`config.mk`:
```
export PLATFORM = sky130hd
export DESIGN_NAME = cpu_seq_ctrl
export DESIGN_NICKNAME = d
export VERILOG_FILES = /design/src/rtl/cpu_pkg.sv /design/src/rtl/cpu_seq_ctrl.sv
export SDC_FILE = /design/constraint.sdc
export NUM_CORES = 1
export LEC_CHECK = 0
export BUFFER_PORTS_ARGS = -buffer_cell sky130_fd_sc_hd__buf_4
export CORE_MARGIN = 2
export CORE_UTILIZATION = 51
export CTS_CLUSTER_DIAMETER = 80
export DETAILED_ROUTE_END_ITERATION = 10
export GPL_TIMING_DRIVEN = 0
export MAX_ROUTING_LAYER = met4
export PLACE_DENSITY = 0.77
export SYNTH_ARGS = -nofsm -noshare
export SYNTH_HDL_FRONTEND = slang
export SYNTH_SLANG_ARGS = --single-unit
```
`constraint.sdc`:
```
create_clock -name clk -period 2.1 [get_ports clk]
set_input_delay 0.21 -clock clk [delete_from_list [all_inputs] [get_ports clk]]
set_output_delay 0.21 -clock clk [all_outputs]
set_load 0.01 [all_outputs]
```
`src/rtl/cpu_pkg.sv`:
```
// Shared definitions for the RISC CPU sequencing controller: state
// encoding, opcode values and the ALU-opcode classifier.
package cpu_pkg;

  typedef enum logic [3:0] {
    ST_IDLE = 4'd0,
    ST_S0   = 4'd1,
    ST_S1   = 4'd2,
    ST_S2   = 4'd3,
    ST_S3   = 4'd4,
    ST_S4   = 4'd5,
    ST_S5   = 4'd6,
    ST_S6   = 4'd7,
    ST_S7   = 4'd8,
    ST_HALT = 4'd9
  } state_e;

  localparam logic [2:0] OP_HLT = 3'd0;
  localparam logic [2:0] OP_SKZ = 3'd1;
  localparam logic [2:0] OP_ADD = 3'd2;
  localparam logic [2:0] OP_AND = 3'd3;
  localparam logic [2:0] OP_XOR = 3'd4;
  localparam logic [2:0] OP_LDA = 3'd5;
  localparam logic [2:0] OP_STO = 3'd6;
  localparam logic [2:0] OP_JMP = 3'd7;

  // Opcodes that read an operand from memory and write the accumulator.
  function automatic logic is_alu_op(input logic [2:0] op);
    return (op == OP_ADD) || (op == OP_AND) || (op == OP_XOR) || (op == OP_LDA);
  endfunction

endpackage

```
`src/rtl/cpu_seq_ctrl.sv`:
```
// Instruction-sequencing controller: walks each instruction through an
// 8-clock fetch/execute cycle and issues registered control strobes.
// Optional feature macro: CPU_SEQ_SINGLE_STEP_EN adds step_mode/step inputs
// that gate every start of an instruction on a one-cycle step pulse.
module cpu_seq_ctrl
  import cpu_pkg::*;
#(
  parameter int ICNT_W = 16
) (
  input  logic              clk,
  input  logic              reset,
  input  logic              ena,
  input  logic [2:0]        opcode,
  input  logic              zero,
`ifdef CPU_SEQ_SINGLE_STEP_EN
  input  logic              step_mode,
  input  logic              step,
`endif
  output logic              fetch,
  output logic              rd,
  output logic              wr,
  output logic              load_ir,
  output logic              inc_pc,
  output logic              load_pc,
  output logic              load_acc,
  output logic              datactl_ena,
  output logic              halt,
  output logic [3:0]        state,
  output logic [ICNT_W-1:0] icount
);

  state_e              state_q, state_d;
  logic                fetch_q, fetch_d;
  logic                rd_q, rd_d;
  logic                wr_q, wr_d;
  logic                load_ir_q, load_ir_d;
  logic                inc_pc_q, inc_pc_d;
  logic                load_pc_q, load_pc_d;
  logic                load_acc_q, load_acc_d;
  logic                datactl_q, datactl_d;
  logic                halt_q, halt_d;
  logic [ICNT_W-1:0]   icount_q;
  logic                advance;
  logic                alu_op;
  logic                skz_taken;

  // A new instruction may start only when run is enabled (and, in single-step builds, a step pulse is present).
  always_comb begin
`ifdef CPU_SEQ_SINGLE_STEP_EN
    advance = ena && (!step_mode || step);
`else
    advance = ena;
`endif
  end

  // Next-state sequencing; HALT is sticky until reset, S7 decides between the next fetch and IDLE.
  always_comb begin
    state_d = state_q;
    case (state_q)
      ST_IDLE: if (advance) state_d = ST_S0;
      ST_S0:   state_d = ST_S1;
      ST_S1:   state_d = ST_S2;
      ST_S2:   state_d = ST_S3;
      ST_S3:   state_d = (opcode == OP_HLT) ? ST_HALT : ST_S4;
      ST_S4:   state_d = ST_S5;
      ST_S5:   state_d = ST_S6;
      ST_S6:   state_d = ST_S7;
      ST_S7:   state_d = advance ? ST_S0 : ST_IDLE;
      ST_HALT: state_d = ST_HALT;
      default: state_d = ST_IDLE;
    endcase
  end

  // Strobes are decoded from the state being entered so they register alongside it.
  always_comb begin
    alu_op     = is_alu_op(opcode);
    skz_taken  = (opcode == OP_SKZ) && zero;
    fetch_d    = 1'b0;
    rd_d       = 1'b0;
    wr_d       = 1'b0;
    load_ir_d  = 1'b0;
    inc_pc_d   = 1'b0;
    load_pc_d  = 1'b0;
    load_acc_d = 1'b0;
    datactl_d  = 1'b0;
    halt_d     = 1'b0;
    case (state_d)
      ST_S0, ST_S1: begin
        fetch_d   = 1'b1;
        rd_d      = 1'b1;
        load_ir_d = 1'b1;
        inc_pc_d  = 1'b1;
      end
      ST_S2: fetch_d = 1'b1;
      ST_S3: begin
        fetch_d = 1'b1;
        halt_d  = (opcode == OP_HLT);
      end
      ST_S4: begin
        load_pc_d = (opcode == OP_JMP);
        rd_d      = alu_op;
        datactl_d = (opcode == OP_STO);
      end
      ST_S5: begin
        rd_d       = alu_op;
        load_acc_d = alu_op;
        wr_d       = (opcode == OP_STO);
        datactl_d  = (opcode == OP_STO);
        inc_pc_d   = skz_taken;
      end
      ST_S6: datactl_d = (opcode == OP_STO);
      ST_S7: inc_pc_d = skz_taken;
      ST_HALT: halt_d = 1'b1;
      default: ;
    endcase
  end

  // State and strobe registers; reset clears every strobe immediately, even mid-store.
  always_ff @(posedge clk or negedge reset) begin
    if (!reset) begin
      state_q    <= ST_IDLE;
      fetch_q    <= 1'b0;
      rd_q       <= 1'b0;
      wr_q       <= 1'b0;
      load_ir_q  <= 1'b0;
      inc_pc_q   <= 1'b0;
      load_pc_q  <= 1'b0;
      load_acc_q <= 1'b0;
      datactl_q  <= 1'b0;
      halt_q     <= 1'b0;
    end else begin
      state_q    <= state_d;
      fetch_q    <= fetch_d;
      rd_q       <= rd_d;
      wr_q       <= wr_d;
      load_ir_q  <= load_ir_d;
      inc_pc_q   <= inc_pc_d;
      load_pc_q  <= load_pc_d;
      load_acc_q <= load_acc_d;
      datactl_q  <= datactl_d;
      halt_q     <= halt_d;
    end
  end

  // Retired-instruction counter: bumps as each instruction leaves S7 and wraps naturally.
  always_ff @(posedge clk or negedge reset) begin
    if (!reset) begin
      icount_q <= '0;
    end else if (state_q == ST_S7) begin
      icount_q <= icount_q + ICNT_W'(1);
    end
  end

  assign fetch       = fetch_q;
  assign rd          = rd_q;
  assign wr          = wr_q;
  assign load_ir     = load_ir_q;
  assign inc_pc      = inc_pc_q;
  assign load_pc     = load_pc_q;
  assign load_acc    = load_acc_q;
  assign datactl_ena = datactl_q;
  assign halt        = halt_q;
  assign state       = state_q;
  assign icount      = icount_q;

endmodule
```
==> Word-level counts from Yosys, hierarchy flattened <==
Cells that the tools add are included.
{ "totals": {"ff_bits": 29, "latchBits": 0, "mem_bits_rw": 0, "romBits": 0, "elab_cells": 61, "n_memories": 0} }
{ "classes": {"add_sub_neg": 1, "n_mul": 0, "div": 0, "order_cmp": 0, "eq_ne": 25, "shifts": 0, "muxes": 13, "bitwise": 0, "n_reduce_logical": 11} }
{ "ops": {"columns": ["cell", "n"], "rows": [
  ["4-bit case mux with 10 select lines", 1],
  ["4-bit by 3-bit equality test with 1-bit output, second input constant", 8],
  ["16-bit by 1-bit adder with 16-bit output, second input constant", 1],
  ["4-bit by 2-bit equality test with 1-bit output, second input constant", 4],
  ["4-bit equality test, second input constant", 4],
  ["3-bit equality test, second input constant", 4],
  ["4-bit by 1-bit equality test with 1-bit output, second input constant", 2],
  ["4-bit two-way mux", 2],
  ["1-bit two-way mux", 7],
  ["3-bit by 2-bit equality test with 1-bit output, second input constant", 2],
  ["1-bit case mux with 2 select lines", 3],
  ["2-bit OR reduction", 3],
  ["4-bit logical NOT", 1],
  ["4-bit OR reduction", 1],
  ["3-bit by 1-bit equality test with 1-bit output, second input constant", 1],
  ["3-bit logical NOT", 1],
  ["1-bit logical OR", 3],
  ["3-bit OR reduction", 1],
  ["1-bit logical AND", 1]
]} }

==> Longest topological paths before layout <==
Gate-level depths: netlist of run 1.
{ "logic_depth": {"word_depth": 6, "mapped_depth": 6, "ltp_nobuf": 5} }

==> Worst setup path before layout of run 1 <==
No wires, ideal clock.
{ "synth_timing": {"path_type": "register to register", "start": "register state_q[0], in the netlist state[0]", "end": "register icount_q[15], in the netlist icount[15]", "setup_ps": 79, "arrival_ps": 1887, "required_time_ps": 2021, "slack_ps": 134, "path_stages_with_launch": 7, "path_buffers": 2, "cell_sequence": "dfrtp_1 > buf_6 > or4b_4 > buf_6 > or2_4 > nor4_4 > xor2_1"} }
{ "synth_between": {"elab_chain_cells": 1} }
{ "synth_lines": {"columns": ["element", "line_no", "text"], "rows": [
  ["start: declaration", "cpu_seq_ctrl.sv:32", "state_e state_q, state_d;"],
  ["start signal: assignment", "cpu_seq_ctrl.sv:132", "state_q <= state_d;"],
  ["4-bit equality test", "cpu_seq_ctrl.sv:149", "end else if (state_q == ST_S7) begin"],
  ["end signal: assignment", "cpu_seq_ctrl.sv:150", "icount_q <= icount_q + ICNT_W'(1);"],
  ["end: declaration", "cpu_seq_ctrl.sv:42", "logic [ICNT_W-1:0] icount_q;"]
]} }
No other way between the ends.
A chain may end at the register's enable or synchronous reset.

==> Worst setup path in the final report of run 1 <==
{ "layout_timing": {"start": "register state_q[0], in the netlist state[0]", "end": "register icount_q[12], in the netlist icount[12]"} }
The elaborated chain is that of the path after synthesis.

==> summary.md, run 1 <==
| Metric | Value |
|---|---|
| Final core occ | `68.6%` |
| Pin count of the biggest net entering global routing | `30` |
| Slew margin rel. | `60.6%` |
| Slowest cell on the critical path | `or4b_4` |
| Worst Hold Slack | `136 ps` |
| Status | `finished, final reports clean` |
| Register area share after synthesis | `55.1%` |
| Drt wl/cell | `14.2 um` |
| Clock Sinks | `29` |
| Initial antenna violation count | `0` |
| Worst-path cell chain | `buf_6, or4b_4, buf_6, nor4_4, nand3_1, xnor2_1` |
| Avg Inst Size Synth | `10.9 um2` |
| FF+latch area | `726 um2` |
| Ys Warns | `0` |
| Starting Density | `53.6%` |
| Final setup vio count | `0` |
| Largest register FFs | `16` |
| Hold Crit Class | `primary input to flip-flop` |
| Clk buf depth | `2` |
| Fin crit share | `93.8%` |
| CTS tree | `built` |
| Met1 Resource Use GR | `22.3%` |
| GPL Wtd Cong | `0.800` |
| Die W | `54.8 um` |
| Core Rows | `18` |
| CORE AREA | `2450 um2` |
| CP Data Arrival Time | `2160 ps` |
| Synth Instances | `121` |
| Busiest grt layer | `met2` |
| Die height | `54.8 um` |
| Buffers on Ports | `35` |
| VDD IR max | `0.959 mV` |
| Worst-margin pin slew | `577 ps` |
| # H-tree levels | `2` |
| Gate power share | `38.3%` |
| Cell-internal power | `1.07 mW` |
| Number of global-route vias before repair | `971` |
| Initial DRC count | `26` |
| Area grow syn2layout | `27.9%` |
| LEAKAGE | `0.833 nW` |
| Primary FF master, synth | `dfrtp_1` |
| DRC errors left | `0` |
| RSZ-0062 raised after global routing | `no` |
| Sw Ratio | `36.0%` |
| Mapped Area | `1320 um2` |
| Antenna fix cells | `0` |
| Met3 usage | `6.56%` |
| Die Area | `3000 um2` |
| Final hold viol count | `0` |
| Clock Pin Slew Worst Setup and Hold Paths | `90 ps` |
| Clk root buf | `clkbuf_4` |
| Multi-input gate area | `554 um2` |
| Crit path time final | `1970 ps` |
| # fillers | `204` |
| Via density | `5.39` |
| Flop and latch count out of synthesis | `29` |
| Setup TNS | `0 ps` |
| GRT overflow | `0` |
| Final non-filler cell total | `195` |
| Final WL | `2770 um` |
| TritonCTS Buffers | `5` |
| Gr usage total | `21.2%` |
| Slowest stage delay, CP | `530 ps` |
| CP max FO | `9` |
| Crit end category | `flip-flop` |
| Critical path type | `flip-flop to flip-flop` |
| Top Ports | `36` |
| F_max | `0.508 GHz` |
| Worst clock skew | `1.74 ps` |
| Slew Viols, Final | `0` |
| Max cap viols | `0` |
| Sequential power share | `43.3%` |
| First-pass GRT wire length | `4260 um` |
| Number of buffers and inverters on the critical path | `2` |
| Worst setup SP type | `flip-flop` |
| Reg2reg setup slack | `130 ps` |
| Power per cell area | `994 nW/um2` |
| Most used cell, CP | `buf_6` |
| Switch Pwr | `0.603 mW` |
| FFs w/ async S/R, synth | `100%` |
| Critical path required time | `2290 ps` |
| Placed cell count | `186` |
| Drt pass-1 iters | `4` |
| Post-synth EDFFs | `0` |
| Met2 track demand over resource | `37.7%` |
| Top delay family on crit path | `simple AND/OR/NAND/NOR gates` |
| Clock Latency Late Sink | `300 ps` |
| Library cells used by synthesis | `34` |
| ANT nets after route | `0` |
| Clock share of power | `18.4%` |
| Share of layout cells above drive strength 1 | `29.1%` |
| Post-DP HPWL | `1970 um` |
| Syn nets | `129` |
| Final nets | `172` |
| Via count | `1,051` |
[metrics by stage]
| step | power [mW] | setup WS [ps] | instance area [um2] |
|---|---|---|---|
| after global placement | 1.34 | 104 | 1620 |
| final | 1.67 | 130 | 1680 |
| after detailed placement | 1.36 | 68.4 | 1620 |
| after global routing | 1.80 | 13.9 | 1680 |
| after floorplan | 1.10 | 134 | 1320 |
| after CTS | 1.68 | 54.0 | 1680 |
[Yosys cell counts, types with 2 or more instances]
| cell type | instances | area share, % |
|---|---|---|
| a2111oi_0 | 2 | 1.3 |
| nor3_1 | 4 | 1.5 |
| buf_6 | 2 | 1.7 |
| o21ai_0 | 3 | 1.1 |
| dfrtp_1 | 29 | 55 |
| nand3_1 | 11 | 4.2 |
| nand2_1 | 11 | 3.1 |
| inv_1 | 3 | 0.86 |
| clkbuf_1 | 2 | 0.57 |
| nor2_1 | 13 | 3.7 |
| xnor2_1 | 14 | 9.3 |
| xor2_1 | 3 | 2.0 |
| a21oi_1 | 2 | 0.76 |
| o31ai_1 | 2 | 1.1 |
[area by class of cell]
class	count	area share [%]
buffer	5	2.01
clock buffer	8	2.90
inverter	3	0.669
multi-input combinational	84	32.9
sequential	29	43.1
tap	30	2.23
timing repair buffer	36	16.2
[timing repair]
| action | 4_1_cts | 5_1_grt |
|---|---|---|
| hold buffers | 1 | 0 |
| setup buffers | 0 | 0 |
| resized for setup | 0 | 1 |
| setup endpoints to repair | 0 | 2 |
| hold endpoints to repair | 29 | 0 |
[routing by layer]
layer	up-vias	share of wire, %	routed length [um]
met4	0	0.54	15
li1	502	-	-
met5	-	0	0
met3	2	6.3	174
met2	48	54	1500
met1	499	39	1080
[path summary, 6_finish.rpt]
check                           cells past startpoint                endpoint              startpoint
worst max-delay path                                6  icount[12]$_DFFE_PN0N_      state[0]$_DFF_PN0_
worst min-delay path                                2   datactl_ena$_DFF_PN0_               opcode[0]
worst max register to register                      6  icount[12]$_DFFE_PN0N_      state[0]$_DFF_PN0_
worst min register to register                      1  icount[15]$_DFFE_PN0N_  icount[15]$_DFFE_PN0N_
max in group asynchronous                           2       load_pc$_DFF_PN0_                   reset
min in group asynchronous                           2  icount[15]$_DFFE_PN0N_                   reset
[power by group through the flow]
stage / Clock, mW / Combinational, mW / Sequential, mW
global placement: 0 / 0.607 / 0.732
finish: 0.308 / 0.641 / 0.725
detailed placement: 0 / 0.629 / 0.735
CTS: 0.314 / 0.638 / 0.725
global route: 0.355 / 0.703 / 0.738
floorplan: 0 / 0.334 / 0.769
[cell families after synthesis]
| family | count (synthesis) | synth area share (%) |
|---|---|---|
| AOI/OAI and AO/OA | 11 | 5.61 |
| xor gates and xnor gates | 17 | 11.3 |
| adders and majority gates | 1 | 0.950 |
| buffers and inverters | 8 | 3.42 |
| DFF | 29 | 55.1 |
| muxes | 1 | 0.760 |
| and+or+nand+nor | 54 | 22.8 |
[layout by cell type, fill, tap and decap left out]
cell type / count
xnor2_1: 14
nand2_1: 11
nor3b_1: 1
inv_1: 3
nand3_1: 11
mux2i_1: 1
or4b_4: 1
a21oi_1: 2
nor3_1: 4
dfrtp_1: 29
o21ai_0: 3
nor4_1: 1
nor4b_1: 1
o41ai_1: 1
nor2b_1: 1
xor2_1: 3
and3_2: 1
ha_1: 1
and4_1: 1
o21a_1: 1
and3_1: 1
buf_4: 35
nor4_4: 2
buf_1: 1
dlygate4sd3_1: 1
or2_4: 1
clkbuf_4: 5
and2b_2: 1
nand4_1: 1
or3_1: 1
a2111oi_0: 2
nor2_1: 13
nand2b_1: 1
clkbuf_1: 5
o31ai_1: 2
buf_6: 2
Power figures use the tool's default switching activity.
==> inputs of run 2 (changes only) <==
Settings changed: CORE_ASPECT_RATIO from default to 1.1.
==> run 2 against run 1 <==
  * Critical endpoint is now icount[15]$_DFFE_PN0N_
  * Clock power grew 55%
  * Non-clock buffer count unchanged
  * Largest cell class unchanged
  * Largest power group unchanged
  * Register-to-register slack lost 80 ps
==> summary.md, run 2 (synthesis gave the netlist of run 1 again) <==
| Metric | Value |
|---|---|
| Gr usage total | `21.8% (+0.67 points)` |
| Most used cell, CP | `buf_6` |
| CP endpoint | `icount[15]$_DFFE_PN0N_` |
| Most common cell after layout, fill and taps aside | `buf_4` |
| Slew margin rel. | `69.7% (+9.2 points)` |
| RSZ-0062 raised after global routing | `no` |
| Slowest cell on the critical path | `or4b_4` |
| CP max FO | `9 (unchanged)` |
| CP Data Arrival Time | `2300 ps (+140 ps)` |
| Pwr Total | `1.83 mW (+9.1%)` |
| Post-placement setup slack | `79.9 ps (+11.5 ps)` |
| Drt pass-1 iters | `4 (unchanged)` |
| RR Startpoint | `state[0]$_DFF_PN0_` |
| Starting Density | `53.2% (-0.38 points)` |
| Power per cell area | `1060 nW/um2 (+6.7%)` |
| Via count | `1,042 (-0.86%)` |
| Antenna fix cells | `0 (unchanged)` |
| GRT overflow | `0 (unchanged)` |
| Max cap viols | `0 (unchanged)` |
| Final worst slack | `47.4 ps (-82.9 ps)` |
| Slew Viols, Final | `0 (unchanged)` |
| Area grow syn2layout | `30.8%` |
| CTS tree | `built` |
| Largest register FFs | `16 (unchanged)` |
| Slowest stage delay, CP | `530 ps (about the same)` |
| Reg-to-reg endpoint | `icount[15]$_DFFE_PN0N_` |
| Share of layout cells above drive strength 1 | `30.3% (+1.2 points)` |
| Critical path required time | `2350 ps (+60 ps)` |
| FF+latch area | `726 um2 (unchanged)` |
| Buffers on Ports | `35 (unchanged)` |
| Final core occ | `69.6% (+1.0 points)` |
| Crit path time final | `2050 ps (+82.9 ps)` |
| Hold path start | `opcode[0]` |
| Multi-input gate area | `554 um2 (unchanged)` |
| ANT nets after route | `0 (unchanged)` |
| Top Ports | `36 (unchanged)` |
| Final nets | `172 (unchanged)` |
| Worst clock skew | `8.77 ps (+7.03 ps)` |
| First-pass GRT wire length | `4520 um (+6.0%)` |
| Core Rows | `19 (+1)` |
| Die height | `57.3 um (+4.5%)` |
| Crit end category | `flip-flop` |
| CORE AREA | `2470 um2 (+0.71%)` |
| Reg2reg setup slack | `50 ps (-80 ps)` |
| Worst setup SP type | `flip-flop` |
| Setup repair bufs after CTS | `0 (unchanged)` |
| Stages on the worst setup path | `6 (unchanged)` |
| TritonCTS Buffers | `5 (unchanged)` |
| Via density | `5.32 (-1.4%)` |
| # H-tree levels | `2 (unchanged)` |
| Top delay family on crit path | `simple AND/OR/NAND/NOR gates` |
| DRC errors left | `0 (unchanged)` |
| Critical path type | `flip-flop to flip-flop` |
| F_max | `0.487 GHz (-4.0%)` |
| Die Area | `3000 um2 (about the same)` |
| Status | `finished, final reports clean` |
| Most frequent cells in the layout | `buf_4 (35), dfrtp_1 (29), xnor2_1 (14), nor2_1 (13)` |
| Clk buf depth | `2 (unchanged)` |
| Worst-path cell chain | `buf_6, or4b_4, buf_6, or2_4, nor4_4, xor2_1` |
| Number of global-route vias before repair | `1,022 (+5.3%)` |
| # fillers | `191 (-6.4%)` |
| VDD IR max | `0.812 mV (-15%)` |
| Crit path from | `state[0]$_DFF_PN0_` |
| Initial antenna violation count | `0 (unchanged)` |
| Pin count of the biggest net entering global routing | `30 (unchanged)` |
| LEAKAGE | `0.852 nW (+2.3%)` |
| Fin crit share | `97.7% (+3.9 points)` |
| Hold Crit Class | `primary input to flip-flop` |
| GPL Wtd Cong | `0.816 (+1.9%)` |
| Number of buffers and inverters on the critical path | `2 (unchanged)` |
| Initial DRC count | `24 (-7.7%)` |
| Die W | `52.4 um (-4.3%)` |
| Final setup vio count | `0 (unchanged)` |
| Final WL | `2690 um (-2.9%)` |
| R2r worst-path depth | `6 (unchanged)` |
| Worst-margin pin slew | `454 ps (-123 ps)` |
| Clock Latency Late Sink | `330 ps (+30 ps)` |
| Clk root buf | `clkbuf_4` |
| Post-DP HPWL | `2020 um (+2.3%)` |
| Clock Sinks | `29 (unchanged)` |
| Clock Pin Slew Worst Setup and Hold Paths | `100 ps (about the same)` |
| Setup TNS | `0 ps (unchanged)` |
| Final hold viol count | `0 (unchanged)` |
| Drt wl/cell | `13.7 um (-3.4%)` |
[run 2: repair_timing]
action                                  in CTS  in global routing
endpoints found under the setup margin       0                  2
gates resized for setup                      0                  1
hold buffers                                 1                  0
hold endpoints to repair                    29                  0
[run 2: how the worst min path moves through the flow]
stage | end | slack (ps) | depth (start not counted)
final | wr$_DFF_PN0_ | 110 | 2
after global routing | wr$_DFF_PN0_ | 80 | 2
after CTS | wr$_DFF_PN0_ | 90 | 2
after detailed placement | icount[14]$_DFFE_PN0N_ | 150 | 1
after global placement | icount[11]$_DFFE_PN0N_ | 140 | 1
after floorplan | datactl_ena$_DFF_PN0_ | -90 | 0
[run 2: final cells by class]
type,count,share of cell area [%]
flip-flops and latches,29,42.2
multi-input cells,84,32.2
repair buffers,36,15.8
clock buffers,7,3.20
well taps,31,2.25
plain buffers,5,1.96
clock inverters,1,1.74
inverters,3,0.654
[run 2: metal layers]
layer | vias to the layer above | GRT usage, % | wire (um)
met5 | - | - | 0
met4 | 0 | 10.3 | 73
met3 | 12 | 7.85 | 146
met2 | 34 | 35.7 | 1410
met1 | 496 | 23.1 | 1060
li1 | 500 | - | -
[run 2: power by group]
group	internal (mW)	switching, mW	total, mW
clock	0.284	0.193	0.477
sequential	0.655	0.0669	0.722
combinational	0.282	0.346	0.628
total	1.22	0.606	1.83
[run 2: through the flow]
stage	instance area, um2	cells	hold WS, ps
floorplan	1320	121	-85.6
global placement	1620	187	144
detailed placement	1620	187	150
CTS	1710	196	87.9
global route	1720	196	78.5
finish	1720	196	110
==> inputs of run 3 (changes only) <==
Clock period 2.1 ns to 2.18 ns, I/O delays scaled along.
==> run 3 against run 2 <==
  * Cell area is 0.51% lower
  * Core utilization fell by 0.35 points
  * Flip-flop and latch count did not move
  * Sequential share of layout area rose by 0.22 points
==> summary.md, run 3 (synthesis gave the netlist of run 1 again) <==
| Metric | Value |
|---|---|
| Status | `finished, final reports clean` |
| Top Ports | `36 (unchanged)` |
| Starting Density | `53.2% (unchanged)` |
| F_max | `0.489 GHz (+0.28%)` |
| GRT overflow | `0 (unchanged)` |
| RSZ-0062 raised after global routing | `no` |
| Antenna fix cells | `0 (unchanged)` |
| Initial DRC count | `20 (-17%)` |
| Clock Pin Slew Worst Setup and Hold Paths | `100 ps (about the same)` |
| Worst-path cell chain | `buf_6, or4b_4, buf_6, nor4_2, nand3_1, xnor2_1` |
| Pin count of the biggest net entering global routing | `30 (unchanged)` |
| Final WL | `2700 um (+0.26%)` |
| Die W | `52.4 um (unchanged)` |
| Via count | `1,047 (+0.48%)` |
| GPL Wtd Cong | `0.816 (unchanged)` |
| Clk buf depth | `2 (unchanged)` |
| Gr usage total | `21.8% (unchanged)` |
| Clock Latency Late Sink | `330 ps (about the same)` |
| Worst-margin pin slew | `455 ps (+0.570 ps)` |
| Worst setup SP type | `flip-flop` |
| Final nets | `172 (unchanged)` |
| Slew Viols, Final | `0 (unchanged)` |
| LEAKAGE | `0.835 nW (-1.9%)` |
| Largest register FFs | `16 (unchanged)` |
| Power per cell area | `1030 nW/um2 (-3.2%)` |
| Final setup vio count | `0 (unchanged)` |
| Clk root buf | `clkbuf_4` |
| Final worst slack | `133 ps (+85.8 ps)` |
| DRC errors left | `0 (unchanged)` |
| CORE AREA | `2470 um2 (unchanged)` |
| Slowest cell on the critical path | `or4b_4` |
| Hold Crit Class | `primary input to flip-flop` |
| Clock Sinks | `29 (unchanged)` |
| Final hold viol count | `0 (unchanged)` |
| Crit end category | `flip-flop` |
| Cell area after layout | `1710 um2 (-0.51%)` |
| Post-DP HPWL | `2020 um (unchanged)` |
| CP max FO | `9 (unchanged)` |
| Post-placement setup slack | `160 ps (+80.0 ps)` |
| Crit path time final | `2050 ps (-5.78 ps)` |
| Max cap viols | `0 (unchanged)` |
| Via density | `5.34 (+0.48%)` |
| Most common cell after layout, fill and taps aside | `buf_4` |
| Critical path required time | `2390 ps (+40 ps)` |
| Number of global-route vias before repair | `1,022 (unchanged)` |
| Core Rows | `19 (unchanged)` |
| Most used cell, CP | `buf_6` |
| # H-tree levels | `2 (unchanged)` |
| Share of layout cells above drive strength 1 | `30.3% (unchanged)` |
| TritonCTS Buffers | `5 (unchanged)` |
| Die height | `57.3 um (unchanged)` |
| Placed cell area | `1620 um2 (unchanged)` |
| VDD IR max | `0.782 mV (-3.7%)` |
| Slew margin rel. | `69.7% (about the same)` |
| Setup TNS | `0 ps (unchanged)` |
| Slowest stage delay, CP | `530 ps (about the same)` |
| First-pass GRT wire length | `4520 um (unchanged)` |
| CTS tree | `built` |
| Setup repair bufs after CTS | `0 (unchanged)` |
| Die Area | `3000 um2 (unchanged)` |
| ANT nets after route | `0 (unchanged)` |
| CP Data Arrival Time | `2260 ps (-40 ps)` |
| Buffers on Ports | `35 (unchanged)` |
| Most frequent cells in the layout | `buf_4 (35), dfrtp_1 (29), xnor2_1 (14), nor2_1 (13)` |
| Fin crit share | `93.9% (-3.9 points)` |
| Critical path type | `flip-flop to flip-flop` |
| Drt wl/cell | `13.8 um (+0.26%)` |
| Area grow syn2layout | `30.1%` |
| Worst clock skew | `9.47 ps (+0.691 ps)` |
| Drt pass-1 iters | `4 (unchanged)` |
| Initial antenna violation count | `0 (unchanged)` |
run 3: changes by cell type in the layout (fill, tap and decap cells not counted):
cell	previous run	this run
nor4_2	0	1
nor4_4	2	1
run 3: final timing paths:
check / slack, ps / cells after the start / from / end
min: 120 / 2 / opcode[0] / wr$_DFF_PN0_
min in group asynchronous: 340 / 2 / reset / icount[1]$_DFFE_PN0N_
max: 130 / 6 / state[0]$_DFF_PN0_ / icount[14]$_DFFE_PN0N_
max in group asynchronous: 1570 / 2 / reset / icount[0]$_DFFE_PN0N_
max reg2reg: 130 / 6 / state[0]$_DFF_PN0_ / icount[14]$_DFFE_PN0N_
min reg2reg: 500 / 1 / icount[6]$_DFFE_PN0N_ / icount[6]$_DFFE_PN0N_
run 3: metal layers:
layer	share of wire, %	track usage (%)	vias up
met1	39	23.1	498
met3	5.6	7.85	12
met2	53	35.7	36
met5	0	-	-
met4	2.6	10.3	0
li1	-	-	501
run 3: what timing repair did:
item | 4_1_cts | 5_1_grt
endpoints found under the hold margin | 29 | 0
hold buffers | 1 | 0
resized for setup | 0 | 0
run 3: cell type report:
| cell class | instances | area, um2 |
|---|---|---|
| Inverter | 3 | 11.3 |
| Clock inverter | 1 | 30.0 |
| Timing Repair Buffer | 36 | 273 |
| Sequential cell | 29 | 726 |
| Multi-Input combinational cell | 84 | 546 |
| Tap cell | 31 | 38.8 |
| Buffer | 5 | 33.8 |
| Clock buffer | 7 | 55.1 |
| Fill cell | 194 | 759 |
run 3: per-stage QoR:
| step | power [mW] | instances | hold slack [ps] | utilization (%) |
|---|---|---|---|---|
| floorplan | 1.06 | 121 | -77.6 | - |
| finish | 1.76 | 196 | 118 | 69.3 |
| CTS | 1.77 | 196 | 95.9 | 69.3 |
| global placement | 1.28 | 187 | 152 | 65.4 |
| global route | 1.88 | 196 | 86.5 | 69.3 |
| detailed placement | 1.31 | 187 | 158 | 65.4 |
run 3: critical path, delay by kind of cell, from the launching register on:
family,cells,cell delay (ps)
flip-flops,1,400
AND/OR/NAND/NOR,3,1090
XOR/XNOR,1,160
buffers and inverters,2,290
run 3: power breakdown:
group	switching, mW	internal [mW]
Clock	0.186	0.274
Combinational	0.333	0.272
Sequential	0.0643	0.631
